`config.mk`:
```
export PLATFORM = sky130hd
export DESIGN_NAME = parity_slot_buffer
export DESIGN_NICKNAME = d
export VERILOG_FILES = /design/src/rtl/parity_pkg.sv /design/src/rtl/parity_queue.sv /design/src/rtl/parity_slot_buffer.sv
export SDC_FILE = /design/constraint.sdc
export NUM_CORES = 1
export LEC_CHECK = 0
export CAP_MARGIN = 20
export CORE_UTILIZATION = 25
export DETAILED_ROUTE_END_ITERATION = 12
export RECOVER_POWER = 25
export SKIP_LAST_GASP = 1
export SYNTH_ARGS = -nofsm -noshare
export SYNTH_HDL_FRONTEND = slang
export SYNTH_SLANG_ARGS = --single-unit
```
`constraint.sdc`:
```
create_clock -name clk -period 2.4 [get_ports clk]
set_input_delay 0.48 -clock clk [delete_from_list [all_inputs] [get_ports clk]]
set_output_delay 0.48 -clock clk [all_outputs]
set_load 0.1 [all_outputs]
```
`src/rtl/parity_pkg.sv`:
```
// Shared constants and types for the parity slot buffer.
package parity_pkg;

  localparam int unsigned DW_DEF    = 4;
  localparam int unsigned DEPTH_DEF = 4;
  localparam int unsigned CNT_W     = 8;

  typedef enum logic {
    EVEN = 1'b0,
    ODD  = 1'b1
  } parity_t;

  // Saturating increment for the statistics counters.
  function automatic logic [CNT_W-1:0] sat_inc(input logic [CNT_W-1:0] v);
    return (v == {CNT_W{1'b1}}) ? v : v + CNT_W'(1);
  endfunction

endpackage

```
`src/rtl/parity_queue.sv`:
```
// Circular FIFO with wrap-bit pointers; push to a full queue and pop from an empty one are ignored.
module parity_queue #(
  parameter int unsigned DW    = 4,
  parameter int unsigned DEPTH = 4
) (
  input  logic          clk,
  input  logic          rst_n,
  input  logic          push,
  input  logic [DW-1:0] push_data,
  input  logic          pop,
  output logic          full,
  output logic          empty,
  output logic [DW-1:0] head
);

  localparam int unsigned AW = $clog2(DEPTH);

  logic [DW-1:0] mem [DEPTH];
  logic [AW:0]   wptr_q;
  logic [AW:0]   rptr_q;
  logic          do_push;
  logic          do_pop;

  assign full    = (wptr_q[AW] != rptr_q[AW]) && (wptr_q[AW-1:0] == rptr_q[AW-1:0]);
  assign empty   = (wptr_q == rptr_q);
  assign head    = mem[rptr_q[AW-1:0]];
  assign do_push = push && !full;
  assign do_pop  = pop && !empty;

  always_ff @(posedge clk or negedge rst_n) begin
    if (!rst_n) begin
      wptr_q <= '0;
      rptr_q <= '0;
    end else begin
      if (do_push) wptr_q <= wptr_q + (AW+1)'(1);
      if (do_pop)  rptr_q <= rptr_q + (AW+1)'(1);
    end
  end

  // Storage needs no reset: the pointers define which entries are live.
  always_ff @(posedge clk) begin
    if (do_push) mem[wptr_q[AW-1:0]] <= push_data;
  end

endmodule

```
`src/rtl/parity_slot_buffer.sv`:
```
// Captures even/odd grant edges into two queues and drains them round-robin through one
// registered valid/ready port. Optional per-parity push counters under `PARITY_STATS_EN.
module parity_slot_buffer
  import parity_pkg::*;
#(
  parameter int unsigned DW    = DW_DEF,
  parameter int unsigned DEPTH = DEPTH_DEF
) (
  input  logic          clk,
  input  logic          rst_n,
  input  logic [DW-1:0] d,
  input  logic          even_en,
  input  logic          odd_en,
  output logic [DW-1:0] out_data,
  output logic          out_parity,
  output logic          out_valid,
  input  logic          out_ready,
  output logic          even_full,
  output logic          odd_full,
  output logic          drop
`ifdef PARITY_STATS_EN
  ,
  output logic [CNT_W-1:0] even_cnt,
  output logic [CNT_W-1:0] odd_cnt
`endif
);

  logic          even_q;
  logic          odd_q;
  logic          even_edge;
  logic          odd_edge;
  logic          even_push;
  logic          odd_push;
  logic          even_pop;
  logic          odd_pop;
  logic          even_empty;
  logic          odd_empty;
  logic [DW-1:0] even_head;
  logic [DW-1:0] odd_head;
  logic          load;
  logic          drop_d;
  parity_t       sel;
  parity_t       pref_q;

  assign even_edge = even_en && !even_q;
  assign odd_edge  = odd_en && !odd_q;

  // Fullness comes straight from the pointer registers, so a same-cycle pop never frees a slot.
  assign even_push = even_edge && !odd_edge && !even_full;
  assign odd_push  = odd_edge && !even_edge && !odd_full;

  always_comb begin
    drop_d = (even_edge && odd_edge) ||
             (even_edge && !odd_edge && even_full) ||
             (odd_edge && !even_edge && odd_full);

    load = (!out_valid || out_ready) && !(even_empty && odd_empty);

    if (!even_empty && !odd_empty) begin
      sel = pref_q;
    end else if (!even_empty) begin
      sel = EVEN;
    end else begin
      sel = ODD;
    end

    even_pop = load && (sel == EVEN);
    odd_pop  = load && (sel == ODD);
  end

  parity_queue #(
    .DW    (DW),
    .DEPTH (DEPTH)
  ) u_even_queue (
    .clk       (clk),
    .rst_n     (rst_n),
    .push      (even_push),
    .push_data (d),
    .pop       (even_pop),
    .full      (even_full),
    .empty     (even_empty),
    .head      (even_head)
  );

  parity_queue #(
    .DW    (DW),
    .DEPTH (DEPTH)
  ) u_odd_queue (
    .clk       (clk),
    .rst_n     (rst_n),
    .push      (odd_push),
    .push_data (d),
    .pop       (odd_pop),
    .full      (odd_full),
    .empty     (odd_empty),
    .head      (odd_head)
  );

  always_ff @(posedge clk or negedge rst_n) begin
    if (!rst_n) begin
      even_q     <= 1'b0;
      odd_q      <= 1'b0;
      drop       <= 1'b0;
      out_valid  <= 1'b0;
      out_data   <= '0;
      out_parity <= 1'b0;
      pref_q     <= EVEN;
    end else begin
      even_q <= even_en;
      odd_q  <= odd_en;
      drop   <= drop_d;
      if (load) begin
        out_valid  <= 1'b1;
        out_data   <= (sel == EVEN) ? even_head : odd_head;
        out_parity <= (sel == ODD);
        pref_q     <= (sel == EVEN) ? ODD : EVEN;
      end else if (out_ready) begin
        out_valid <= 1'b0;
      end
    end
  end

`ifdef PARITY_STATS_EN
  always_ff @(posedge clk or negedge rst_n) begin
    if (!rst_n) begin
      even_cnt <= '0;
      odd_cnt  <= '0;
    end else begin
      if (even_push) even_cnt <= sat_inc(even_cnt);
      if (odd_push)  odd_cnt  <= sat_inc(odd_cnt);
    end
  end
`endif

endmodule
```
-- Yosys cells after proc, flatten, opt, wreduce, memory -nomap -nowiden
Memory sizes are Yosys's and may differ from the RTL's.
Index checks and enable logic that the tools add are counted.
- equal/unequal tests: 6
- mux-type cells: 10
- reduce and logical (&&, ||, !) cells: 34
- add/subtract/negate cells: 4
- bitwise logic cells: 1
- operator list (cell ; number):
    logical AND 1 bit ; 20
    adder 3 x 1 -> 3 bit (second input constant) ; 4
    logical NOT 1 bit ; 10
    2-to-1 mux 1 bit ; 9
    == test 3 bit ; 2
    == test 2 bit ; 2
    2-to-1 mux 4 bit ; 1
    logical OR 1 bit ; 3
    inequality test 1 bit ; 2
    nonzero test 2 bit ; 1
    NOT 1 bit ; 1
- RAM bits: 32
- memories kept: 2
- flip-flop bits (word level): 22
- bits of input ports: 9
- output and inout port bits: 9
- memory list (name ; depth ; bits a word ; rd ports ; clocked after Yosys merged registers in ; write ports ; line ; source):
    u_even_queue.mem ; 4 ; 4 ; 1 ; 0 ; 1 ; parity_queue.sv:18 ; logic [DW-1:0] mem [DEPTH];
    u_odd_queue.mem ; 4 ; 4 ; 1 ; 0 ; 1 ; parity_queue.sv:18 ;

-- Longest topological paths before layout
Gate-level depths: netlist (run 1).
- word-level depth: 8
- gate-level depth with buffers: 5
- gate-level depth less buffers: 4

-- Hierarchy
From an unflattened synthesis (run 1), not the netlist that was laid out.
- cell total of the unflattened synthesis: 179
- area total of the unflattened synthesis: 2612.5 um^2
- modules (own cells, without submodules) (module ; cells an instance ; area an instance (um^2) ; times used):
    parity_queue (u_even_queue) ; 73 ; 1101.1 ; 1
    parity_queue (u_odd_queue) ; 70 ; 1054.8 ; 1
    parity_slot_buffer ; 36 ; 456.7 ; 1

-- Worst setup path after synthesis (run 1)
Ideal clock, no wire load.
- path type: register to output
- start point: register u_odd_queue.rptr_q[1]
- end point: output port odd_full
- slack: -0.898 ns
- required time: 1.920 ns
- cell stages (with the launch flop): 3
- arrival: 2.818 ns
- path buffers: 0
- cell sequence: dfrtp_1 xor2_1 nor3_1
- cells in the longest elaborated chain, start to end: 2
- RTL lines (element ; line ; source):
    start: declaration ; parity_queue.sv:20 ; logic [AW:0] rptr_q;
    start signal: assignment ; parity_queue.sv:36 ; if (do_pop) rptr_q <= rptr_q + (AW+1)'(1);
    == test 2 bit ; parity_queue.sv:24 ; assign full = (wptr_q[AW] != rptr_q[AW]) && (wptr_q[AW-1:0] == rptr_q[AW-1:0]);
    logical AND 1 bit ; parity_queue.sv:24 ;
    end: declaration ; parity_slot_buffer.sv:19 ; output logic odd_full,
Every way passes these cells.

-- Final worst setup path (run 1)
- start point: register u_even_queue.wptr_q[2]
- end point: output port even_full
- cells in the longest elaborated chain, start to end: 2
- RTL lines (element ; line ; source):
    start: declaration ; parity_queue.sv:19 ; logic [AW:0] wptr_q;
    start signal: assignment ; parity_queue.sv:35 ; if (do_push) wptr_q <= wptr_q + (AW+1)'(1);
    inequality test 1 bit ; parity_queue.sv:24 ;
    logical AND 1 bit ; parity_queue.sv:24 ;
    end: declaration ; parity_slot_buffer.sv:18 ; output logic even_full,
Every way passes these cells.

==> metrics.cfg, run 1 <==
[status]
outcome=finished clean

[logic_synthesis]
synth.most_common_cell=edfxtp_1
synth-seq-cells=54
ys_warn_count=0
syn_inst=152
ys_top_cells_by_count=32 x edfxtp_1, 22 x dfrtp_1, 11 x inv_1
synth_flop_cell=edfxtp_1
yosysTopAreaCellShare=0.3975
ys_types=34
synthesis.nets=171
async_flop_share=0.4074
synth_edf_count=32
synth.area.top_cells=edfxtp_1 40%, dfrtp_1 23%, ha_1 5.2%
synth.yosys.seq_area_share=0.6253
yosysTopAreaCell=edfxtp_1
synth_area_um2=2417
synth_area_per_cell_um2=15.90

[routing]
drt-vias-per-instance=4.128
dr_wl_met3_um=219
ant_nets=0
remaining_drc_errors=0
wl_met2_um=2015
m1WireLength_um=2144
via_count=1259
post_drt_wl_per_cell_um=14.51
wl_um=4425
drt-initial-drc-count=47
highest_layer=met4
drtPass1Iterations=4

[die]
fp.coreArea_um2=9284
die-area_um2=10070
die_h_um=100.3
start_util=0.2604
chipWidth_um=100.3
rows=35
num_io_pins=18

[sta]
fin_crit_sh=0.8958
slew_headroom=0.1803
worst_slack_ps=250.1
rsz0062_at_grt=false
skew_ps=2.665
post-route-min-period_ps=2150
hold_slack_ps=502.0
hold_violations=0
worst_slew_pin_slew_ps=1230
report.final.slew_viol_count=0
timing.fmax_mhz=465.1
finalSetupViolCount=0
setup_tns_ps=0

[placement]
gp_congestion=0.7280
place_ws_ps=210.3
dp_hpwl_um=3348
port_buffers=17
placed_cells=297

[worst_hold_path]
min_path_cells=1
hp-class=reg2reg

[finish]
regArea_um2=1511
fin_nets=194
fin_cells=305
drive_above_1_share=0.2045
syn_to_final_growth_pct=18.43
multi_input_area_um2=854.6
antenna_cells=0
nFillCells=927

[grt]
grt_pass1_vias=1349
track_usage=0.09717
grt_antenna_before_repair=0
grt_start_max_net_pins=23
grt_pass1_wl_um=7134
grt-ovfl-total=0

[setup_path]
r2r_slack_ps=470
setup.worst_path.start_class=register
cp.arrival_ps=1670
worstSetupPathType=reg2out
crit_required_ps=1920
path_max_fanout=5
crit_path_end_kind=primary output
reg2reg_depth=3

[cts]
clk_latency_ps=300
cts_tree=done
cts-root-buf=clkbuf_8
htree_num_levels=2
numCtsBuffers=5
clockBufferDepth=2
post_cts_buffers=0
cts_sinks=54
post_cts_resized=0
hold_buffers=0
cts.clk_slew.worst_paths_ps=90

[flow_run]
cap_violations=0

flip-flops by register name (all words and copies together) (netlist names):
signal / count
u_odd_queue.rptr_q: 3
out_parity: 1
even_q: 1
u_odd_queue.mem: 16
u_odd_queue.wptr_q: 3
u_even_queue.mem: 16
pref_q: 1
out_data: 4
u_even_queue.rptr_q: 3
u_even_queue.wptr_q: 3
out_valid: 1
odd_q: 1
drop: 1
through the flow:
stage	instance area (um2)	util
2_1_floorplan	2429	-
3_3_place_gp	2756	0.2969
3_5_place_dp	2756	0.2969
4_1_cts	2867	0.3088
5_1_grt	2863	0.3084
6_report	2863	0.3084
cell usage in the layout, fill, tap and decap left out, drive strengths merged:
cell           synthesis  final
edfxtp                32     32
o2bb2ai                1      1
o21bai                 1      1
clkinvlp               0      1
a311oi                 1      1
o311a                  1      1
a21oi                  1      1
xnor2                  8      8
nand2                  3      3
o31ai                  2      2
o32a                   2      2
dfrtp                 22     22
nand2b                 1      1
buf                    3     10
mux4                   8      8
and2                   9      9
clkdlybuf4s50          0      4
nand3                 10     10
and3                   1      1
ha                    10     10
clkbuf                 0      7
nor3                   3      3
nand3b                 1      1
mux2                   2      2
bufinv                 0      1
xor2                   9      9
o211ai                 4      4
inv                   11     11
dlygate4sd3            0      4
nor2                   2      2
nor2b                  1      1
o21ai                  3      3
final timing paths:
| check | start | endpoint |
|---|---|---|
| min in group asynchronous | rst_n | out_data[2] |
| max reg2reg | u_odd_queue.rptr_q[1] | u_odd_queue.mem[0][0] |
| max in group asynchronous | rst_n | drop |
| min reg2reg | u_even_queue.rptr_q[2] | u_even_queue.rptr_q[2] |
| min | u_even_queue.rptr_q[2] | u_even_queue.rptr_q[2] |
| max | u_even_queue.wptr_q[2] | even_full |
worst max-delay path, stage by stage, from the launching register on:
cell     delay [ps]
dfrtp_1         420
xor2_1          430
and3_1          320
buf_12          200
layout make-up:
class | count | share of cell area
Clock buffer | 6 | 0.02535
Clock inverter | 2 | 0.01311
Inverter | 11 | 0.01442
Multi-Input combinational cell | 84 | 0.2985
Sequential cell | 54 | 0.5280
Tap cell | 129 | 0.05638
Timing Repair Buffer | 19 | 0.06425
layer usage:
| metal | track usage | vias up |
|---|---|---|
| met5 | 0 | - |
| met1 | 0.1311 | 630 |
| met2 | 0.1475 | 25 |
| met4 | 0.03122 | 0 |
| li1 | - | 600 |
| met3 | 0.03203 | 4 |
kinds of logic (layout without fill, tap and decap cells):
family / count (synthesis) / count (layout) / share of synthesized area
AO/OA/AOI/OAI: 16 / 16 / 0.06418
buffers and inverters: 14 / 38 / 0.02588
XOR/XNOR: 17 / 17 / 0.06781
adder cells (fa/ha/maj): 10 / 10 / 0.05176
AND/OR/NAND/NOR: 31 / 31 / 0.07196
flip-flops: 54 / 54 / 0.6253
multiplexers: 10 / 10 / 0.09317
Power of run 1 is not shown: default switching activity piles up to over one toggle a cycle in this logic, so the estimate is an artifact.
==> run 2: changes to the inputs <==
CAP_MARGIN = unset   (was 20)
==> results of run 2 <==
The final DEF is identical to that of run 1; final timing and power are the same.
Power of run 2 is left out for the same reason.
==> run 3: changes to the inputs <==
CTS_CLUSTER_DIAMETER = 60   (was unset)
CTS_CLUSTER_SIZE = 14   (was unset)
==> results of run 3 <==
The final DEF is identical to that of run 1; final timing and power are the same.
Power of run 3 is left out for the same reason.
